<file path="config.mk">
export PLATFORM = sky130hd
export DESIGN_NAME = pixie_dma_fetch
export DESIGN_NICKNAME = d
export VERILOG_FILES = /design/src/rtl/pixie_dma_fetch.sv
export SDC_FILE = /design/constraint.sdc
export NUM_CORES = 1
export LEC_CHECK = 0
export BUFFER_PORTS_ARGS = -buffer_cell sky130_fd_sc_hd__buf_2
export CELL_PAD_IN_SITES_DETAIL_PLACEMENT = 0
export CELL_PAD_IN_SITES_GLOBAL_PLACEMENT = 1
export CORE_MARGIN = 5
export CORE_UTILIZATION = 36
export CTS_CLUSTER_SIZE = 14
export DETAILED_ROUTE_END_ITERATION = 7
export PLACE_DENSITY_LB_ADDON = 0.1
export RECOVER_POWER = 100
export SLEW_MARGIN = 20
export SYNTH_ARGS = -nofsm -noshare
export SYNTH_HDL_FRONTEND = slang
export SYNTH_SLANG_ARGS = --single-unit
</file>
<file path="constraint.sdc">
create_clock -name clk -period 1.86 [get_ports clk]
set_input_delay 0.372 -clock clk [delete_from_list [all_inputs] [get_ports clk]]
set_output_delay 0.372 -clock clk [all_outputs]
set_load 0.02 [all_outputs]
</file>
<file path="src/rtl/pixie_dma_fetch.sv">
// pixie_dma_fetch: arbitrates one shared synchronous memory read port
// between pixie display DMA (priority) and CPU reads. DMA bytes come back
// with a one-tick acknowledge. The CPU is stalled while DMA owns the port.
module pixie_dma_fetch #(
  parameter int unsigned RD_LATENCY = 1,  // 1..3 clk_enable ticks
  parameter int unsigned BURST_LEN  = 8,  // bytes per display line
  parameter int unsigned ADDR_W     = 16
) (
  input  logic              clk,
  input  logic              reset,        // asynchronous, active-low
  input  logic              clk_enable,
  input  logic              dma_req,
  input  logic [ADDR_W-1:0] dma_addr,
  output logic [7:0]        dma_data,
  output logic              dma_ack,
  input  logic [ADDR_W-1:0] cpu_addr,
  input  logic              cpu_rd,
  output logic [7:0]        cpu_rdata,
  output logic              cpu_stall,
  output logic [ADDR_W-1:0] mem_addr,
  output logic              mem_rd,
  input  logic [7:0]        mem_rdata,
  output logic              burst_overrun
);

  typedef enum logic [2:0] {
    IDLE, D_ISSUE, D_WAIT, D_GAP, C_ISSUE, C_WAIT
  } state_t;

  localparam logic [1:0] LAT_INIT  = 2'(RD_LATENCY - 1);
  localparam logic [3:0] BURST_MAX = 4'(BURST_LEN);

  state_t            state, state_next;
  logic [1:0]        lat, lat_next;
  logic [3:0]        burst_cnt, burst_next;
  logic [ADDR_W-1:0] mem_addr_next;
  logic              mem_rd_next;
  logic [7:0]        dma_data_next;
  logic              dma_ack_next;
  logic [7:0]        cpu_rdata_next;
  logic              overrun_next;

  // Next-state and next-register values for the arbiter.
  // NOTE: every signal gets a default before the case so no path leaves
  // one unassigned, which would otherwise infer a latch.
  always_comb begin
    state_next     = state;
    lat_next       = lat;
    burst_next     = burst_cnt;
    mem_addr_next  = mem_addr;
    mem_rd_next    = 1'b0;     // strobe: high for one enabled tick only
    dma_data_next  = dma_data;
    dma_ack_next   = 1'b0;     // strobe: high for one enabled tick only
    cpu_rdata_next = cpu_rdata;
    overrun_next   = burst_overrun;

    unique case (state)
      IDLE: begin
        // DMA wins a simultaneous request so display fetches never tear.
        if (dma_req)     state_next = D_ISSUE;
        else if (cpu_rd) state_next = C_ISSUE;
      end
      D_ISSUE: begin
        mem_addr_next = dma_addr;   // only place dma_addr is sampled
        mem_rd_next   = 1'b1;
        lat_next      = LAT_INIT;
        state_next    = D_WAIT;
      end
      D_WAIT: begin
        if (lat == 2'd0) begin
          dma_data_next = mem_rdata;
          dma_ack_next  = 1'b1;
          if (burst_cnt >= BURST_MAX) overrun_next = 1'b1;
          if (burst_cnt != 4'hF)      burst_next   = burst_cnt + 4'd1;
          state_next = D_GAP;
        end else begin
          lat_next = lat - 2'd1;
        end
      end
      D_GAP: begin
        // Quiet tick between bytes; a dropped request ends the burst here.
        if (dma_req) begin
          state_next = D_ISSUE;
        end else begin
          burst_next = 4'd0;
          state_next = IDLE;
        end
      end
      C_ISSUE: begin
        mem_addr_next = cpu_addr;
        mem_rd_next   = 1'b1;
        lat_next      = LAT_INIT;
        state_next    = C_WAIT;
      end
      C_WAIT: begin
        // A started CPU read always completes before DMA is granted.
        if (lat == 2'd0) begin
          cpu_rdata_next = mem_rdata;
          state_next     = IDLE;
        end else begin
          lat_next = lat - 2'd1;
        end
      end
      default: state_next = IDLE;
    endcase
  end

  // State and output registers; everything holds while clk_enable is low.
  // NOTE: sequential state uses non-blocking assignments so all registers
  // update together from values sampled before the edge.
  always_ff @(posedge clk or negedge reset) begin
    if (!reset) begin
      state         <= IDLE;
      lat           <= 2'd0;
      burst_cnt     <= 4'd0;
      mem_addr      <= '0;
      mem_rd        <= 1'b0;
      dma_data      <= 8'd0;
      dma_ack       <= 1'b0;
      cpu_rdata     <= 8'd0;
      burst_overrun <= 1'b0;
    end else if (clk_enable) begin
      state         <= state_next;
      lat           <= lat_next;
      burst_cnt     <= burst_next;
      mem_addr      <= mem_addr_next;
      mem_rd        <= mem_rd_next;
      dma_data      <= dma_data_next;
      dma_ack       <= dma_ack_next;
      cpu_rdata     <= cpu_rdata_next;
      burst_overrun <= overrun_next;
    end
  end

  // Stall whenever the port is busy or DMA is about to take it; forced low
  // during reset even if the pixie keeps requesting.
  assign cpu_stall = reset & ((state != IDLE) | dma_req);

endmodule
</file>
* Word-level counts from Yosys, hierarchy flattened
Cells that the tools add are included.
** Storage, ports and cells
- Bits in registers :: 44
- Word-level logic and storage cells :: 57
- Output and inout bits :: 36
** Cells by class
- Reductions and logical operators :: 15
- Multiplexer cells :: 16
- Bitwise logic cells :: 2
- Eq/ne operators :: 12
- Order comparisons :: 1
- $add $sub $neg :: 2
** Operator list (count)
- $pmux 16 s2 :: 1
- $pmux 3 s6 :: 1
- $mux 3 :: 4
- $mux 4 :: 3
- $ne 2x2->1 const B :: 5
- $reduce_and 3->1 :: 3
- $pmux 4 s2 :: 1
- $reduce_and 4->1 :: 2
- $eq 3x2->1 const B :: 2
- $eq 3x3->1 const B :: 2
- $reduce_bool 2->1 :: 3
- $reduce_and 5->1 :: 1
- $add 4x1->4 const B :: 1
- $ge 4x4->1 const B :: 1
- $mux 1 :: 4
- $ne 4x4->1 const B :: 1
- $pmux 2 s2 :: 1
- $reduce_or 2->1 :: 2
- $eq 3x1->1 const B :: 1
- $logic_not 3->1 :: 1
- $ne 3x3->1 const B :: 1
- $reduce_bool 3->1 :: 1
- $logic_not 2->1 :: 1
- $mux 2 :: 1
- 4 further kinds :: 4

* Logic depth before layout (Yosys ltp)
- Word-level depth :: 4
- Mapped depth :: 7

* Worst setup path before layout
OpenSTA, ideal clock, no wires.
- Kind :: register to register
- From :: register lat[0]
- To :: register cpu_rdata[0]
- Setup slack :: 195 ps
- Setup time :: 125 ps
- Data arrival time :: 1540 ps
- Path buffers :: 0
- Cell stages (with the launch flop) :: 6
- Cell sequence :: dfrtp_1 -> inv_1 -> ha_1 -> and3_1 -> nor3b_4 -> mux2_2
** Between the ends
- Longest elaborated chain between the ends :: 2
** RTL lines
- from (decl) :: RTL line 34 : logic [1:0] lat, lat_next;
- from (signal assigned) :: RTL line 124 : lat <= lat_next;
- $logic_not 2->1 :: RTL line 97 : if (lat == 2'd0) begin
- $reduce_and 3->1 (no source line)
- to (signal assigned) :: RTL line 130 : cpu_rdata <= cpu_rdata_next;
- to (decl) :: RTL line 18 : output logic [7:0] cpu_rdata,
Every way passes these cells.
A chain may end at the register's enable or synchronous reset.

* Worst setup path in the final report
- From :: register state[0]
- To :: output port cpu_stall
** Between the ends
- Longest elaborated chain between the ends :: 3
** RTL lines
- from (decl) :: RTL line 33 : state_t state, state_next;
- from (signal assigned) :: RTL line 123 : state <= state_next;
- $reduce_bool 3->1 :: RTL line 137 : assign cpu_stall = reset & ((state != IDLE) | dma_req);
- $or 1x1->1 :: RTL line 137
- $and 1x1->1 :: RTL line 137
- to (decl) :: RTL line 19 : output logic cpu_stall,
Every way passes these cells.

==> results summary <==
Across all layers, the routed design uses 1595 vias. The final worst setup slack came out at 0.0552 ns. The worst min-delay path class is input pin to flip-flop. After filler insertion, the fill cell instance count of the layout stands at 574.

The count of antenna-violating nets left after detailed routing came out at 0. After layout, the design draws a total of 0.00413 W. In the routed design, unresolved DRC markers number 0. The clock period minus final worst setup slack came out at 1.80 ns. The number of failing setup endpoints in the final timing report came out at 0. The first global-routing pass estimated 7860 um of wire.

The maximum number of buffers from clock root to sink is 2. The net count after synthesis is 232. The number of buffers inserted during clock tree synthesis is 5.

The pre-CTS setup slack came out at 0.124 ns. The data arrival time of the worst path came out at 1.43 ns. The number of enable flip-flop cells after synthesis is 0.

The die covers 0.00737 mm^2. The count of final max-slew check failures is 0. The clock tree from TritonCTS is done. The source-to-sink clock delay at the later pin of the worst-skew pair is 0.29 ns. In this run the core area contains 27 standard-cell rows. The unique cell type count in the Yosys netlist is 35. After global routing the overflow that remains totals 0. The share of the synthesized netlist area taken by xor and xnor gates is 0. In this run the critical register-to-register path is launched from lat[0]. The capture point of the worst reg-to-reg path is lat[0]. For the worst flop-to-flop path, the logic depth is 6. The most used flip-flop cell after synthesis is sky130_fd_sc_hd__dfrtp_1. The final hold violation count came to 0. The total of buffers placed on input and output ports came out at 80. The actual slew at the worst max-slew pin is 1.09 ns. Tracing the worst setup path back leads to its startpoint at state[0].

The library cell used as clock root buffer is sky130_fd_sc_hd__clkbuf_8. The flow ran to the end, and the final reports show no timing, DRC or antenna violations. The mapped cell area came out at 0.00207 mm^2.

The compound-cell area share of the yosys netlist came out at 0.104. Of all flip-flops after synthesis, the portion carrying an async set or reset was 1.00. The worst hold slack came out at 0.327 ns. In this run the horizontal extent of the chip is 85.9 um.

The post-synthesis to final-layout area growth is 25.0%. The clock arrives with 0.00969 ns of skew. The startpoint of the most critical hold path is mem_rdata[0].

The net count reported at finish is 317. The number of max-cap violations came out at 0. The total non-filler cell area in the finished layout is 0.00259 mm^2.

The starting DRC count in detailed routing came out at 78. The starting utilization of the core area came out at 0.374. The synthesized design spends more area on one cell type than any other, namely sky130_fd_sc_hd__dfrtp_1. After floorplanning, the core was sized to cover 0.00554 mm^2. For this run, the register share of the synthesized area comes to 0.531.

After synthesis, the largest family of logic cells by area is multiplexers. The area share of the leading cell type in the synthesized netlist is 0.531. The total inserted antenna cells came out at 0. Synthesis inferred 44 register bits. The worst setup path is captured at a primary output. The sequential cell area in the final layout is 0.00110 mm^2. The die height came out at 85.9 um. The multi-input combinational cells in the finished layout cover a total of 868 um^2. The final cycle utilization of the critical path is 0.970. The maximum resistive drop on vdd came out at 711 uV. The final weighted congestion in routability-driven placement is 0.760. The upper clock frequency limit came out at 554 MHz. The portion of netlist area occupied by mux cells came out at 0.175. Following the worst setup path forward leads to its endpoint at cpu_stall. The H-tree was split into 2 levels. The power density over the cells came out at 1590 mW/mm^2. Setup repair after global routing could not meet its margin everywhere.

The wire length after detailed routing came out at 4710 um. The headroom to the max-slew limit came out at 0.274. Yosys attributes the largest share of cell area to sky130_fd_sc_hd__dfrtp_1 53%, sky130_fd_sc_hd__mux2_2 9.8%, sky130_fd_sc_hd__mux2i_1 7.7%. The count of mapped cells out of synthesis came out at 184. The combined global-route utilization of all metal layers is 0.134. Of the total synthesized cell area, the portion taken by full adders, half adders and majority gates is 0.0181. The number of global-route vias before repair is 1664. The clock edge transition at the registers on the reported setup and hold paths came out at 0.08 ns.

The analysis attributes to cell leakage a power of 1.25 nW. The layout cell share with drive strength beyond 1 is 0.300. Detailed placement ended at an HPWL of 3510 um.

The largest fanout on the critical path is 9. The first detailed-routing pass took 4 iterations. The launching element type of the critical path is a flip-flop. The maximum number of pins on one net before global-route repair is 45. The critical path is of the flip-flop to primary output type. Pin placement for this block handled 81 I/O pins. The number of antenna violations at the first check in global routing is 0.

Of the total synthesized cell area, the portion taken by AND, OR, NAND and NOR gates is 0.127. The number of clock sinks seen by CTS came out at 44. At the worst endpoint, the required time is 1.49 ns.

The number of warnings printed during yosys synthesis is 0. Using the TritonRoute via totals, the vias-per-cell ratio works out to 4.66. Measured on the finished design, the core utilization comes to 0.467. The mean cell area of the mapped netlist is 11.3 um^2. The setup check on the worst reg-to-reg path leaves a slack of 0.13 ns. The cell area reported after detailed placement came out at 0.00256 mm^2.

The detailed-route wire length per cell came out at 13.8 um.
power by group:
part           internal (W)  switching, W
logic              0.000761       0.00117
registers           0.00134      0.000242
clock network      0.000296      0.000312
total               0.00240       0.00172
placed cells by master, fill, tap and decap left out, types with 2 or more instances in the layout:
| cell type | synthesis | final |
|---|---|---|
| sky130_fd_sc_hd__nor2_1 | 8 | 8 |
| sky130_fd_sc_hd__a21o_1 | 3 | 3 |
| sky130_fd_sc_hd__dfrtp_1 | 44 | 42 |
| sky130_fd_sc_hd__ha_1 | 3 | 3 |
| sky130_fd_sc_hd__a21oi_1 | 4 | 4 |
| sky130_fd_sc_hd__nor3b_1 | 2 | 3 |
| sky130_fd_sc_hd__nand2_1 | 22 | 22 |
| sky130_fd_sc_hd__nand3_1 | 4 | 4 |
| sky130_fd_sc_hd__buf_2 | 3 | 45 |
| sky130_fd_sc_hd__inv_1 | 7 | 7 |
| sky130_fd_sc_hd__mux2_2 | 18 | 18 |
| sky130_fd_sc_hd__dfrtp_2 | 0 | 2 |
| sky130_fd_sc_hd__clkbuf_8 | 0 | 6 |
| sky130_fd_sc_hd__mux2i_1 | 16 | 16 |
| sky130_fd_sc_hd__clkbuf_1 | 1 | 37 |
| sky130_fd_sc_hd__buf_4 | 1 | 2 |
| sky130_fd_sc_hd__o21ai_0 | 10 | 24 |
| sky130_fd_sc_hd__clkinv_2 | 0 | 2 |
| sky130_fd_sc_hd__clkbuf_2 | 1 | 2 |
| sky130_fd_sc_hd__nor3_1 | 2 | 2 |
| sky130_fd_sc_hd__nand2b_1 | 3 | 3 |
worst max-delay path, cell delays in order (launching register included):
cell and delay [ns]:
sky130_fd_sc_hd__dfrtp_2 0.42, sky130_fd_sc_hd__buf_4 0.17, sky130_fd_sc_hd__o41a_1 0.39, sky130_fd_sc_hd__buf_2 0.16
what timing repair did:
| item | 4_1_cts | 5_1_grt |
|---|---|---|
| endpoints found under the setup margin | 1 | 4 |
| setup buffers | 1 | 1 |
| hold buffers | 0 | 0 |
| resized for setup | 1 | 1 |
final cells by class:
class,count,share of cell area
multi-input cells,124,0.335
well taps,72,0.0348
inverters,7,0.0101
repair buffers,87,0.158
clock inverters,2,0.00386
clock buffers,6,0.0319
flip-flops and latches,44,0.426
synthesized netlist by cell type, types with 2 or more instances:
| master | instances |
|---|---|
| sky130_fd_sc_hd__nand3_1 | 4 |
| sky130_fd_sc_hd__dfrtp_1 | 44 |
| sky130_fd_sc_hd__nand2b_1 | 3 |
| sky130_fd_sc_hd__inv_1 | 7 |
| sky130_fd_sc_hd__a21oi_1 | 4 |
| sky130_fd_sc_hd__mux2_2 | 18 |
| sky130_fd_sc_hd__buf_2 | 3 |
| sky130_fd_sc_hd__o21ai_0 | 10 |
| sky130_fd_sc_hd__nand2_1 | 22 |
| sky130_fd_sc_hd__o21ai_1 | 14 |
| sky130_fd_sc_hd__a21o_1 | 3 |
| sky130_fd_sc_hd__ha_1 | 3 |
| sky130_fd_sc_hd__buf_6 | 3 |
| sky130_fd_sc_hd__nor2_1 | 8 |
| sky130_fd_sc_hd__mux2i_1 | 16 |
| sky130_fd_sc_hd__nor3_1 | 2 |
| sky130_fd_sc_hd__nor3b_1 | 2 |
through the flow:
step                instances  setup TNS, ns
finish                    342              0
global route              342       -0.00148
CTS                       341              0
detailed placement        332              0
global placement          332              0
floorplan                 184              0
worst min path at each step:
stage                    endpoint  depth (start not counted)
finish                dma_data[0]                          2
global route         cpu_rdata[4]                          2
CTS                      state[2]                          2
detailed placement  burst_overrun                          1
global placement    burst_overrun                          1
floorplan            burst_cnt[0]                          0
flip-flops by register name, indices dropped and copies added (netlist names):
name / cells
mem_addr: 16
mem_rd: 1
dma_ack: 1
burst_overrun: 1
cpu_rdata: 8
state: 3
burst_cnt: 4
lat: 2
dma_data: 8
kinds of logic (layout without fill, tap and decap cells):
logic type	after synthesis	after routing
DFF	44	44
buffers and inverters	16	102
and+or+nand+nor	50	50
adders and majority gates	3	3
muxes	34	34
AOI/OAI and AO/OA	37	37
layer usage:
| metal | vias to the layer above | share of wire | track usage |
|---|---|---|---|
| li1 | 807 | - | - |
| met1 | 747 | 0.41 | 0.162 |
| met2 | 36 | 0.51 | 0.221 |
| met3 | 5 | 0.063 | 0.0461 |
| met4 | 0 | 0.014 | 0.0475 |
| met5 | - | 0 | 0 |
Note: power is estimated with default switching activity, not from simulation.
